File: src/rtl/ks_subtractor_pipe_if.sv
// Operand/result handshake bundle for the pipelined Kogge-Stone subtractor.
// slave = the subtractor, master = whoever feeds and drains it.
interface ks_subtractor_pipe_if #(
  parameter int WIDTH = 16
);
  logic             in_valid;
  logic             in_ready;
  logic [WIDTH-1:0] a;
  logic [WIDTH-1:0] b;
  logic             bin;
  logic             out_valid;
  logic             out_ready;
  logic [WIDTH-1:0] diff;
  logic             bout;
  logic             ovf;
  logic             zero;

  modport slave (
    input  in_valid, a, b, bin, out_ready,
    output in_ready, out_valid, diff, bout, ovf, zero
  );

  modport master (
    output in_valid, a, b, bin, out_ready,
    input  in_ready, out_valid, diff, bout, ovf, zero
  );
endinterface

File: src/rtl/ks_subtractor_pipe.sv
// Three-stage Kogge-Stone subtractor (a - b - bin); result valid three edges after accept.
// Valid/ready per stage; in_ready is combinational from out_ready so a full pipe streams without bubbles.
module ks_subtractor_pipe #(
  parameter int WIDTH  = 16,
  parameter int LEVELS = 4
) (
  input logic                 i_clk,
  input logic                 i_rst,
  ks_subtractor_pipe_if.slave io_bus
);
  localparam int L1 = (LEVELS + 1) / 2;

  logic r_v1, r_v2, r_v3;
  logic w_adv1, w_adv2, w_adv3;
  logic w_ld1, w_ld2, w_ld3;

  assign w_adv3          = r_v3 & io_bus.out_ready;
  assign w_ld3           = r_v2 & (~r_v3 | w_adv3);
  assign w_adv2          = w_ld3;
  assign w_ld2           = r_v1 & (~r_v2 | w_adv2);
  assign w_adv1          = w_ld2;
  assign io_bus.in_ready = ~i_rst & (~r_v1 | w_adv1);
  assign w_ld1           = io_bus.in_valid & io_bus.in_ready;

  always_ff @(posedge i_clk) begin
    if (i_rst) begin
      r_v1 <= 1'b0;
      r_v2 <= 1'b0;
      r_v3 <= 1'b0;
    end else begin
      if (w_ld1)       r_v1 <= 1'b1;
      else if (w_adv1) r_v1 <= 1'b0;
      if (w_ld2)       r_v2 <= 1'b1;
      else if (w_adv2) r_v2 <= 1'b0;
      if (w_ld3)       r_v3 <= 1'b1;
      else if (w_adv3) r_v3 <= 1'b0;
    end
  end

  // Stage 1: per-bit generate/propagate against the inverted subtrahend.
  logic [WIDTH-1:0] w_bn;
  logic [WIDTH-1:0] r1_p, r1_g;
  logic             r1_cin, r1_amsb, r1_bmsb;

  assign w_bn = ~io_bus.b;

  always_ff @(posedge i_clk) begin
    if (i_rst) begin
      r1_p    <= '0;
      r1_g    <= '0;
      r1_cin  <= 1'b0;
      r1_amsb <= 1'b0;
      r1_bmsb <= 1'b0;
    end else if (w_ld1) begin
      r1_p    <= io_bus.a ^ w_bn;
      r1_g    <= io_bus.a & w_bn;
      r1_cin  <= ~io_bus.bin;
      r1_amsb <= io_bus.a[WIDTH-1];
      r1_bmsb <= io_bus.b[WIDTH-1];
    end
  end

  // Prefix network; levels below L1 feed from stage 1, the rest from stage 2.
  logic [WIDTH-1:0] w_g [0:LEVELS];
  logic [WIDTH-1:0] w_p [0:LEVELS-1];
  logic [WIDTH-1:0] r2_g, r2_p, r2_pb;
  logic             r2_cin, r2_amsb, r2_bmsb;

  // Carry-in enters as the group generate of bit 0 (i.e. G[0:-1]).
  assign w_g[0] = {r1_g[WIDTH-1:1], r1_g[0] | (r1_p[0] & r1_cin)};
  assign w_p[0] = r1_p;

  for (genvar lv = 0; lv < LEVELS; lv++) begin : g_lvl
    localparam int SPAN = 1 << lv;
    logic [WIDTH-1:0] w_gi, w_pi;

    if (lv == L1) begin : g_src_s2
      assign w_gi = r2_g;
      assign w_pi = r2_p;
    end else begin : g_src_chain
      assign w_gi = w_g[lv];
      assign w_pi = w_p[lv];
    end

    assign w_g[lv+1][SPAN-1:0]     = w_gi[SPAN-1:0];
    assign w_g[lv+1][WIDTH-1:SPAN] = w_gi[WIDTH-1:SPAN]
                                   | (w_pi[WIDTH-1:SPAN] & w_gi[WIDTH-1-SPAN:0]);
    if (lv + 1 < LEVELS) begin : g_prop
      assign w_p[lv+1][SPAN-1:0]     = w_pi[SPAN-1:0];
      assign w_p[lv+1][WIDTH-1:SPAN] = w_pi[WIDTH-1:SPAN] & w_pi[WIDTH-1-SPAN:0];
    end
  end

  always_ff @(posedge i_clk) begin
    if (i_rst) begin
      r2_g    <= '0;
      r2_p    <= '0;
      r2_pb   <= '0;
      r2_cin  <= 1'b0;
      r2_amsb <= 1'b0;
      r2_bmsb <= 1'b0;
    end else if (w_ld2) begin
      r2_g    <= w_g[L1];
      r2_p    <= w_p[L1];
      r2_pb   <= r1_p;
      r2_cin  <= r1_cin;
      r2_amsb <= r1_amsb;
      r2_bmsb <= r1_bmsb;
    end
  end

  // Stage 3: sum bits and flags from the completed carries.
  logic [WIDTH-1:0] w_c, w_diff;
  logic             w_bout, w_ovf, w_zero;
  logic [WIDTH-1:0] r3_diff;
  logic             r3_bout, r3_ovf, r3_zero;

  assign w_c    = w_g[LEVELS];
  assign w_diff = r2_pb ^ {w_c[WIDTH-2:0], r2_cin};
  assign w_bout = ~w_c[WIDTH-1];
  assign w_ovf  = (r2_amsb ^ r2_bmsb) & (w_diff[WIDTH-1] ^ r2_amsb);
  assign w_zero = ~|w_diff;

  always_ff @(posedge i_clk) begin
    if (i_rst) begin
      r3_diff <= '0;
      r3_bout <= 1'b0;
      r3_ovf  <= 1'b0;
      r3_zero <= 1'b0;
    end else if (w_ld3) begin
      r3_diff <= w_diff;
      r3_bout <= w_bout;
      r3_ovf  <= w_ovf;
      r3_zero <= w_zero;
    end
  end

  assign io_bus.out_valid = r_v3;
  assign io_bus.diff      = r3_diff;
  assign io_bus.bout      = r3_bout;
  assign io_bus.ovf       = r3_ovf;
  assign io_bus.zero      = r3_zero;
endmodule

File: src/flat_wrapper.sv
// flat-port wrapper written by rule: the top's interface ports become plain ports
module ks_subtractor_pipe_flat 
#(
  parameter int WIDTH  = 16,
  parameter int LEVELS = 4
)
  (i_clk, i_rst, io_bus_in_valid, io_bus_a, io_bus_b, io_bus_bin, io_bus_out_ready, io_bus_in_ready, io_bus_out_valid, io_bus_diff, io_bus_bout, io_bus_ovf, io_bus_zero);
  ks_subtractor_pipe_if #(.WIDTH(WIDTH)) io_bus_i ();
  input logic i_clk;
  input logic i_rst;
  input wire logic [$bits(io_bus_i.in_valid)-1:0] io_bus_in_valid;
  input wire logic [$bits(io_bus_i.a)-1:0] io_bus_a;
  input wire logic [$bits(io_bus_i.b)-1:0] io_bus_b;
  input wire logic [$bits(io_bus_i.bin)-1:0] io_bus_bin;
  input wire logic [$bits(io_bus_i.out_ready)-1:0] io_bus_out_ready;
  output wire logic [$bits(io_bus_i.in_ready)-1:0] io_bus_in_ready;
  output wire logic [$bits(io_bus_i.out_valid)-1:0] io_bus_out_valid;
  output wire logic [$bits(io_bus_i.diff)-1:0] io_bus_diff;
  output wire logic [$bits(io_bus_i.bout)-1:0] io_bus_bout;
  output wire logic [$bits(io_bus_i.ovf)-1:0] io_bus_ovf;
  output wire logic [$bits(io_bus_i.zero)-1:0] io_bus_zero;
  assign io_bus_i.in_valid = io_bus_in_valid;
  assign io_bus_i.a = io_bus_a;
  assign io_bus_i.b = io_bus_b;
  assign io_bus_i.bin = io_bus_bin;
  assign io_bus_i.out_ready = io_bus_out_ready;
  assign io_bus_in_ready = io_bus_i.in_ready;
  assign io_bus_out_valid = io_bus_i.out_valid;
  assign io_bus_diff = io_bus_i.diff;
  assign io_bus_bout = io_bus_i.bout;
  assign io_bus_ovf = io_bus_i.ovf;
  assign io_bus_zero = io_bus_i.zero;
  ks_subtractor_pipe #(.WIDTH(WIDTH), .LEVELS(LEVELS)) u_core (.i_clk(i_clk), .i_rst(i_rst), .io_bus(io_bus_i));
endmodule
File: config.mk
export PLATFORM = sky130hd
export DESIGN_NAME = ks_subtractor_pipe_flat
export DESIGN_NICKNAME = d
export VERILOG_FILES = /design/src/rtl/ks_subtractor_pipe_if.sv /design/src/rtl/ks_subtractor_pipe.sv /design/src/flat_wrapper.sv
export SDC_FILE = /design/constraint.sdc
export NUM_CORES = 1
export LEC_CHECK = 0
export BUFFER_PORTS_ARGS = -buffer_cell sky130_fd_sc_hd__buf_2
export CAP_MARGIN = 25
export CORE_MARGIN = 2
export CORE_UTILIZATION = 58
export CTS_BUF_LIST = sky130_fd_sc_hd__clkbuf_16
export CTS_CLUSTER_SIZE = 25
export DETAILED_ROUTE_END_ITERATION = 16
export GPL_ROUTABILITY_DRIVEN = 0
export GPL_TIMING_DRIVEN = 0
export PLACE_DENSITY = 0.82
export SLEW_MARGIN = 20
export SYNTH_ARGS = -nofsm -noshare
export SYNTH_HDL_FRONTEND = slang
export SYNTH_SLANG_ARGS = --single-unit
File: constraint.sdc
create_clock -name i_clk -period 1.8 [get_ports i_clk]
set_input_delay 0.09 -clock i_clk [delete_from_list [all_inputs] [get_ports i_clk]]
set_output_delay 0.09 -clock i_clk [all_outputs]
set_load 0.03 [all_outputs]
Yosys cells after proc, flatten, opt, wreduce, memory -nomap -nowiden
Index checks and enable logic that the tools add are counted.
{"block": "classes", "reduce_logical": 5, "muxes": 6, "bitwise_logic": 34}
{"cell": "16-bit XOR", "n": 2}
{"cell": "15-bit AND", "n": 2}
{"cell": "14-bit AND", "n": 2}
{"cell": "12-bit AND", "n": 2}
{"cell": "16-bit AND", "n": 1}
{"cell": "16-bit NOT", "n": 1}
{"cell": "16-bit OR reduction", "n": 1}
{"cell": "15-bit OR", "n": 1}
{"cell": "14-bit OR", "n": 1}
{"cell": "12-bit OR", "n": 1}
{"cell": "8-bit AND", "n": 1}
{"cell": "8-bit OR", "n": 1}
{"cell": "1-bit AND", "n": 7}
{"cell": "1-bit two-way mux", "n": 6}
{"cell": "1-bit NOT", "n": 6}
{"cell": "2-bit nonzero test", "n": 3}
{"cell": "1-bit OR", "n": 4}
{"cell": "1-bit XOR", "n": 2}
{"cell": "1-bit zero test", "n": 1}
{"block": "totals", "ff_bits": 108, "out_inout_bits": 21}

Logic depth before layout (Yosys ltp)
{"block": "logic_depth", "depth_word": 9, "mapped_depth": 8, "depth_no_buf": 5}

Least setup slack after synthesis
Ideal clock, no wire load.
{"block": "synth_timing", "path_type": "flip-flop to flip-flop", "from": "reg u_core.r_v3 (netlist: u_core.io_bus.out_valid)", "to": "reg u_core.r1_p[10] (netlist: u_core.g_lvl[0].w_pi[10])", "path_buffers": 2, "path_stages_with_launch": 8, "synth_period_minus_slack_ns": 2.103, "arrival_time_ns": 1.991, "slack_ns": -0.303, "setup_ns": 0.113, "path_cell_list": "dfxtp_1 > nor2b_1 > buf_2 > a31oi_1 > nand2_1 > clkbuf_1 > nand3b_1 > nand2_1"}
{"block": "synth_via", "elab_chain_cells": 8, "elab_cells_between_ends": 9, "classes_between": "bitwise (9)"}
{"item": "start, declared", "line_no": "ks_subtractor_pipe.sv:13", "text": "logic r_v1, r_v2, r_v3;"}
{"item": "start signal, assigned", "line_no": "ks_subtractor_pipe.sv:29", "text": "r_v3 <= 1'b0;"}
{"item": "start signal, assigned", "line_no": "ks_subtractor_pipe.sv:35", "text": "if (w_ld3) r_v3 <= 1'b1;"}
{"item": "start signal, assigned", "line_no": "ks_subtractor_pipe.sv:36", "text": "else if (w_adv3) r_v3 <= 1'b0;"}
{"item": "1-bit AND or 1-bit NOT (tied branches)", "line_no": "ks_subtractor_pipe.sv:17, ks_subtractor_pipe.sv:18"}
{"item": "1-bit OR *", "line_no": "ks_subtractor_pipe.sv:18", "text": "assign w_ld3 = r_v2 & (~r_v3 | w_adv3);"}
{"item": "1-bit AND *", "line_no": "ks_subtractor_pipe.sv:18"}
{"item": "1-bit OR *", "line_no": "ks_subtractor_pipe.sv:20", "text": "assign w_ld2 = r_v1 & (~r_v2 | w_adv2);"}
{"item": "1-bit AND *", "line_no": "ks_subtractor_pipe.sv:20"}
{"item": "1-bit OR *", "line_no": "ks_subtractor_pipe.sv:22", "text": "assign io_bus.in_ready = ~i_rst & (~r_v1 | w_adv1);"}
{"item": "1-bit AND *", "line_no": "ks_subtractor_pipe.sv:22"}
{"item": "via io_bus_in_ready", "line_no": "flat_wrapper.sv:16", "text": "output wire logic [$bits(io_bus_i.in_ready)-1:0] io_bus_in_ready;"}
{"item": "1-bit AND *", "line_no": "ks_subtractor_pipe.sv:23", "text": "assign w_ld1 = io_bus.in_valid & io_bus.in_ready;"}
{"item": "end signal, assigned", "line_no": "ks_subtractor_pipe.sv:55", "text": "r1_p <= io_bus.a ^ w_bn;"}
{"item": "end, declared", "line_no": "ks_subtractor_pipe.sv:42", "text": "logic [WIDTH-1:0] r1_p, r1_g;"}
Mark *: on every way through the listed nets, which the timed path passes. The rest lies on a longest branch.
A chain may end at the register's enable or synchronous reset.

Final worst setup path
{"block": "layout_timing", "from": "reg u_core.r_v2", "to": "reg u_core.r2_g[8] (netlist: u_core.g_lvl[2].w_gi[8])"}
{"block": "layout_via", "elab_chain_cells": 3, "elab_cells_between_ends": 4, "classes_between": "bitwise (4)"}
{"item": "start, declared", "line_no": "ks_subtractor_pipe.sv:13"}
{"item": "start signal, assigned", "line_no": "ks_subtractor_pipe.sv:28", "text": "r_v2 <= 1'b0;"}
{"item": "start signal, assigned", "line_no": "ks_subtractor_pipe.sv:33", "text": "if (w_ld2) r_v2 <= 1'b1;"}
{"item": "start signal, assigned", "line_no": "ks_subtractor_pipe.sv:34", "text": "else if (w_adv2) r_v2 <= 1'b0;"}
{"item": "1-bit AND or 1-bit NOT (tied branches)", "line_no": "ks_subtractor_pipe.sv:18, ks_subtractor_pipe.sv:20"}
{"item": "1-bit OR *", "line_no": "ks_subtractor_pipe.sv:20"}
{"item": "1-bit AND *", "line_no": "ks_subtractor_pipe.sv:20"}
{"item": "end signal, assigned", "line_no": "ks_subtractor_pipe.sv:103", "text": "r2_g <= w_g[L1];"}
{"item": "end, declared", "line_no": "ks_subtractor_pipe.sv:66", "text": "logic [WIDTH-1:0] r2_g, r2_p, r2_pb;"}
Mark *: on every way between the ends. The rest lies on a longest branch, timed or not.

==> flow_summary.yaml <==
routing:
  viasPerCell: 5.60
  ant_nets: 0
  vias: 4270
  wl_per_cell_um: 14.5
  drt-initial-drc-count: 379
  wirelength_um: 11100
  firstDrtPassIters: 6
  drc: 0
worst_setup_path:
  setup.worst_path.end: "u_core.g_lvl[2].w_gi[8]$_SDFFE_PP0P_"
  required_ps: 2030
  r2r_start: "u_core.r_v2$_SDFFE_PP0P_"
  r2r_cells: 5
  rr_endpoint: "u_core.g_lvl[2].w_gi[8]$_SDFFE_PP0P_"
  slowest_stage: "clkbuf_1"
  crit_chain: "clkbuf_1 > a21bo_2 > clkbuf_2 > nor2_1 > a211oi_1"
  cp_max_fo: 10
  critPathKind: "register to register"
  end_kind: "register"
  critPathLaunch: "u_core.r_v2$_SDFFE_PP0P_"
  worstPathArrival_ps: 1990
  max_stage_delay_ps: 410
  r2r_slack_ps: 40
  start_kind: "register"
floorplanning:
  fp.dieW_um: 93.3
  initial_utilization_pct: 59.8
  num_rows: 32
  io_pins: 58
  placeableCoreArea_sq_mm: 0.00773
  chipHeight_um: 93.3
  die_area_sq_mm: 0.00870
global_routing:
  overflow: 0
  grt_max_degree: 17
  grt_pass1_wl_um: 18000
  antenna_found_initial: 0
  grt.total_usage_pct: 26.4
  grt_pass1_vias: 3934
layout:
  final_util_pct: 69.3
  final_area_sq_mm: 0.00536
  syn_to_final_growth_pct: 15.8
  drive_above_1_share_pct: 14.4
  instances_no_fill: 763
  final_nets: 709
  num_antenna_cells: 0
status:
  status: "finished, final reports clean"
cts:
  cts_buffer_depth: 2
  clock-sinks: 104
  cts_tree: "yes"
  cts-buffers-inserted: 9
  postCtsSetupBuffers: 0
  root_buffer: "clkbuf_16"
  clk_latency_ps: 340
  clk_pin_slew_worst_paths_ps: 70
  cts_max_level: 3
power:
  p_leak_nw: 2.30
  switching_power_mw: 1.26
  pwr-share-comb_pct: 10.8
  power_density_mw_per_mm2: 896
  clkPwrFrac_pct: 36.5
  pwr-share-seq_pct: 52.8
  finalPower_mw: 4.80
  p_int_mw: 3.54
  p_sw_share_pct: 26.2
  vdd_ir_drop_max_mv: 0.571
logic_synthesis:
  synth-main-ff-cell: "dfxtp_1"
  synthDistinctLibCells: 32
  ys_seq_area_share_pct: 45.0
  netlist_area_sq_mm: 0.00462
  synth_enable_flop_cells: 0
  syn_avg_cell_area_sq_um: 7.86
  syn_inst: 588
  synth_seq_cells: 104
  synth_warnings: 0
  synthArstFlopShare_pct: 0
  syn_nets: 641
sta:
  hold_ws_ps: 34.8
  worst_pin_slew_ps: 627
  post-route-period-util_pct: 97.6
  post-route-min-period_ps: 1760
  maxSlewViolCount: 0
  hold_viol: 0
  fin_skew_ps: 6.55
  rsz0062_at_grt: "yes"
  timing.fmax_mhz: 569
  slew_headroom_pct: 58.2
  setup_viol: 0
placed_design:
  portBuffers: 56
  dp_hpwl_um: 8180
  dp.cells: 746
  dpl-instance-area_sq_mm: 0.00505
run:
  maxCapViolations: 0
min_path:
  min_path_type: "primary input to register"
worst max-delay path, delay by kind of cell, from the launching register on:
family | cells | cell delay, ps
buffers and inverters | 2 | 660
AO/OA/AOI/OAI | 2 | 570
flip-flops | 1 | 310
AND/OR/NAND/NOR | 1 | 90
worst min path at each step:
stage	from	endpoint	slack, ps	depth (start not counted)
after global routing	io_bus_b[15]	u_core.r1_bmsb$_SDFFE_PP0P_	40	3
final	io_bus_b[15]	u_core.r1_bmsb$_SDFFE_PP0P_	30	3
after detailed placement	io_bus_bin	u_core.r1_cin$_SDFFE_PP0P_	280	2
after global placement	io_bus_bin	u_core.r1_cin$_SDFFE_PP0P_	270	2
after floorplan	io_bus_bin	u_core.r1_cin$_SDFFE_PP0P_	190	1
after CTS	io_bus_b[15]	u_core.r1_bmsb$_SDFFE_PP0P_	20	3
cell type report:
cell class | count | area [sq um]
plain buffers | 32 | 144
clock buffers | 9 | 225
clock inverters | 7 | 37.5
fillers | 677 | 2370
inverters | 17 | 63.8
multi-input cells | 433 | 2360
flip-flops and latches | 104 | 2080
well taps | 102 | 128
repair buffers | 59 | 310
state kept, by name, summed over array words and instances (netlist names):
name                     flops
u_core.io_bus.ovf            1
u_core.r2_cin                1
u_core.r1_cin                1
u_core.g_lvl.w_gi           16
u_core.io_bus.zero           1
u_core.r2_bmsb               1
u_core.r_v2                  1
u_core.io_bus.bout           1
u_core.r_v1                  1
u_core.r1_bmsb               1
u_core.io_bus.diff          16
u_core.r2_pb                16
u_core.r2_amsb               1
u_core.r1_g                 16
u_core.g_lvl.w_pi           28
u_core.r1_amsb               1
u_core.io_bus.out_valid      1
power groups by stage:
stage	Combinational, mW	Sequential (mW)	Clock (mW)
after CTS	0.513	2.52	1.77
final	0.516	2.53	1.75
after global routing	0.576	2.54	1.86
after detailed placement	0.500	2.58	0
after floorplan	0.329	2.56	0
after global placement	0.483	2.57	0
cells by family (layout without fill, tap and decap cells):
kind of cell | after synthesis | in the layout | synth area share [%]
xor gates and xnor gates | 9 | 9 | 1.70
DFF | 104 | 104 | 45.0
and+or+nand+nor | 284 | 284 | 28.5
buffers and inverters | 51 | 124 | 4.44
AOI/OAI and AO/OA | 124 | 124 | 16.0
adders and majority gates | 16 | 16 | 4.33
Yosys cell counts (5+ instances only):
cell,number,share of area (%)
a21boi_0,5,0.81
xor2_1,5,0.95
a211oi_1,23,3.7
a21o_1,7,1.1
nor2b_1,14,1.9
nand3b_1,34,5.5
buf_2,11,1.2
nor3_1,15,1.6
dfxtp_1,104,45
nor2_1,54,4.4
inv_1,17,1.4
clkbuf_1,22,1.8
a21oi_1,66,7.1
ha_1,16,4.3
nand2_1,141,11
nand3_1,8,0.87
or3_1,5,0.68
o21ai_0,14,1.5
cell usage in the layout (no fill, tap or decap), drive strengths merged, types with 3 or more instances in the layout:
cell type / count
xor2: 5
inv: 18
and3: 3
o21ai: 14
nand2: 141
dfxtp: 104
and2: 3
xnor2: 4
dlygate4sd3: 3
nor2b: 14
clkinv: 6
nand3b: 34
or3: 5
a21oi: 66
clkbuf: 30
a21boi: 6
nor3: 15
buf: 67
nor3b: 3
a211oi: 23
nor2: 54
a21bo: 3
nand3: 8
ha: 16
a21o: 7
repair_timing:
item	in CTS	in global routing
setup endpoints to repair	2	71
hold buffers	3	0
resized for setup	2	14
hold endpoints to repair	3	0
routing by layer:
layer  up-vias  track usage (%)  share of wire, %
met5         -                0                 0
met4         0             13.6               3.8
met3        38             3.38               5.7
met2       166             44.8                47
met1      1943             32.6                43
li1       2123                -                 -
per-stage QoR:
step | setup slack (ps) | TNS, ps
detailed placement | -49.6 | -49.6
floorplan | 79.8 | 0
global route | -57.6 | -514
global placement | -22.4 | -22.4
CTS | 8.76 | 0
finish | 43.0 | 0
No activity file was read; power rests on OpenSTA's default activity.
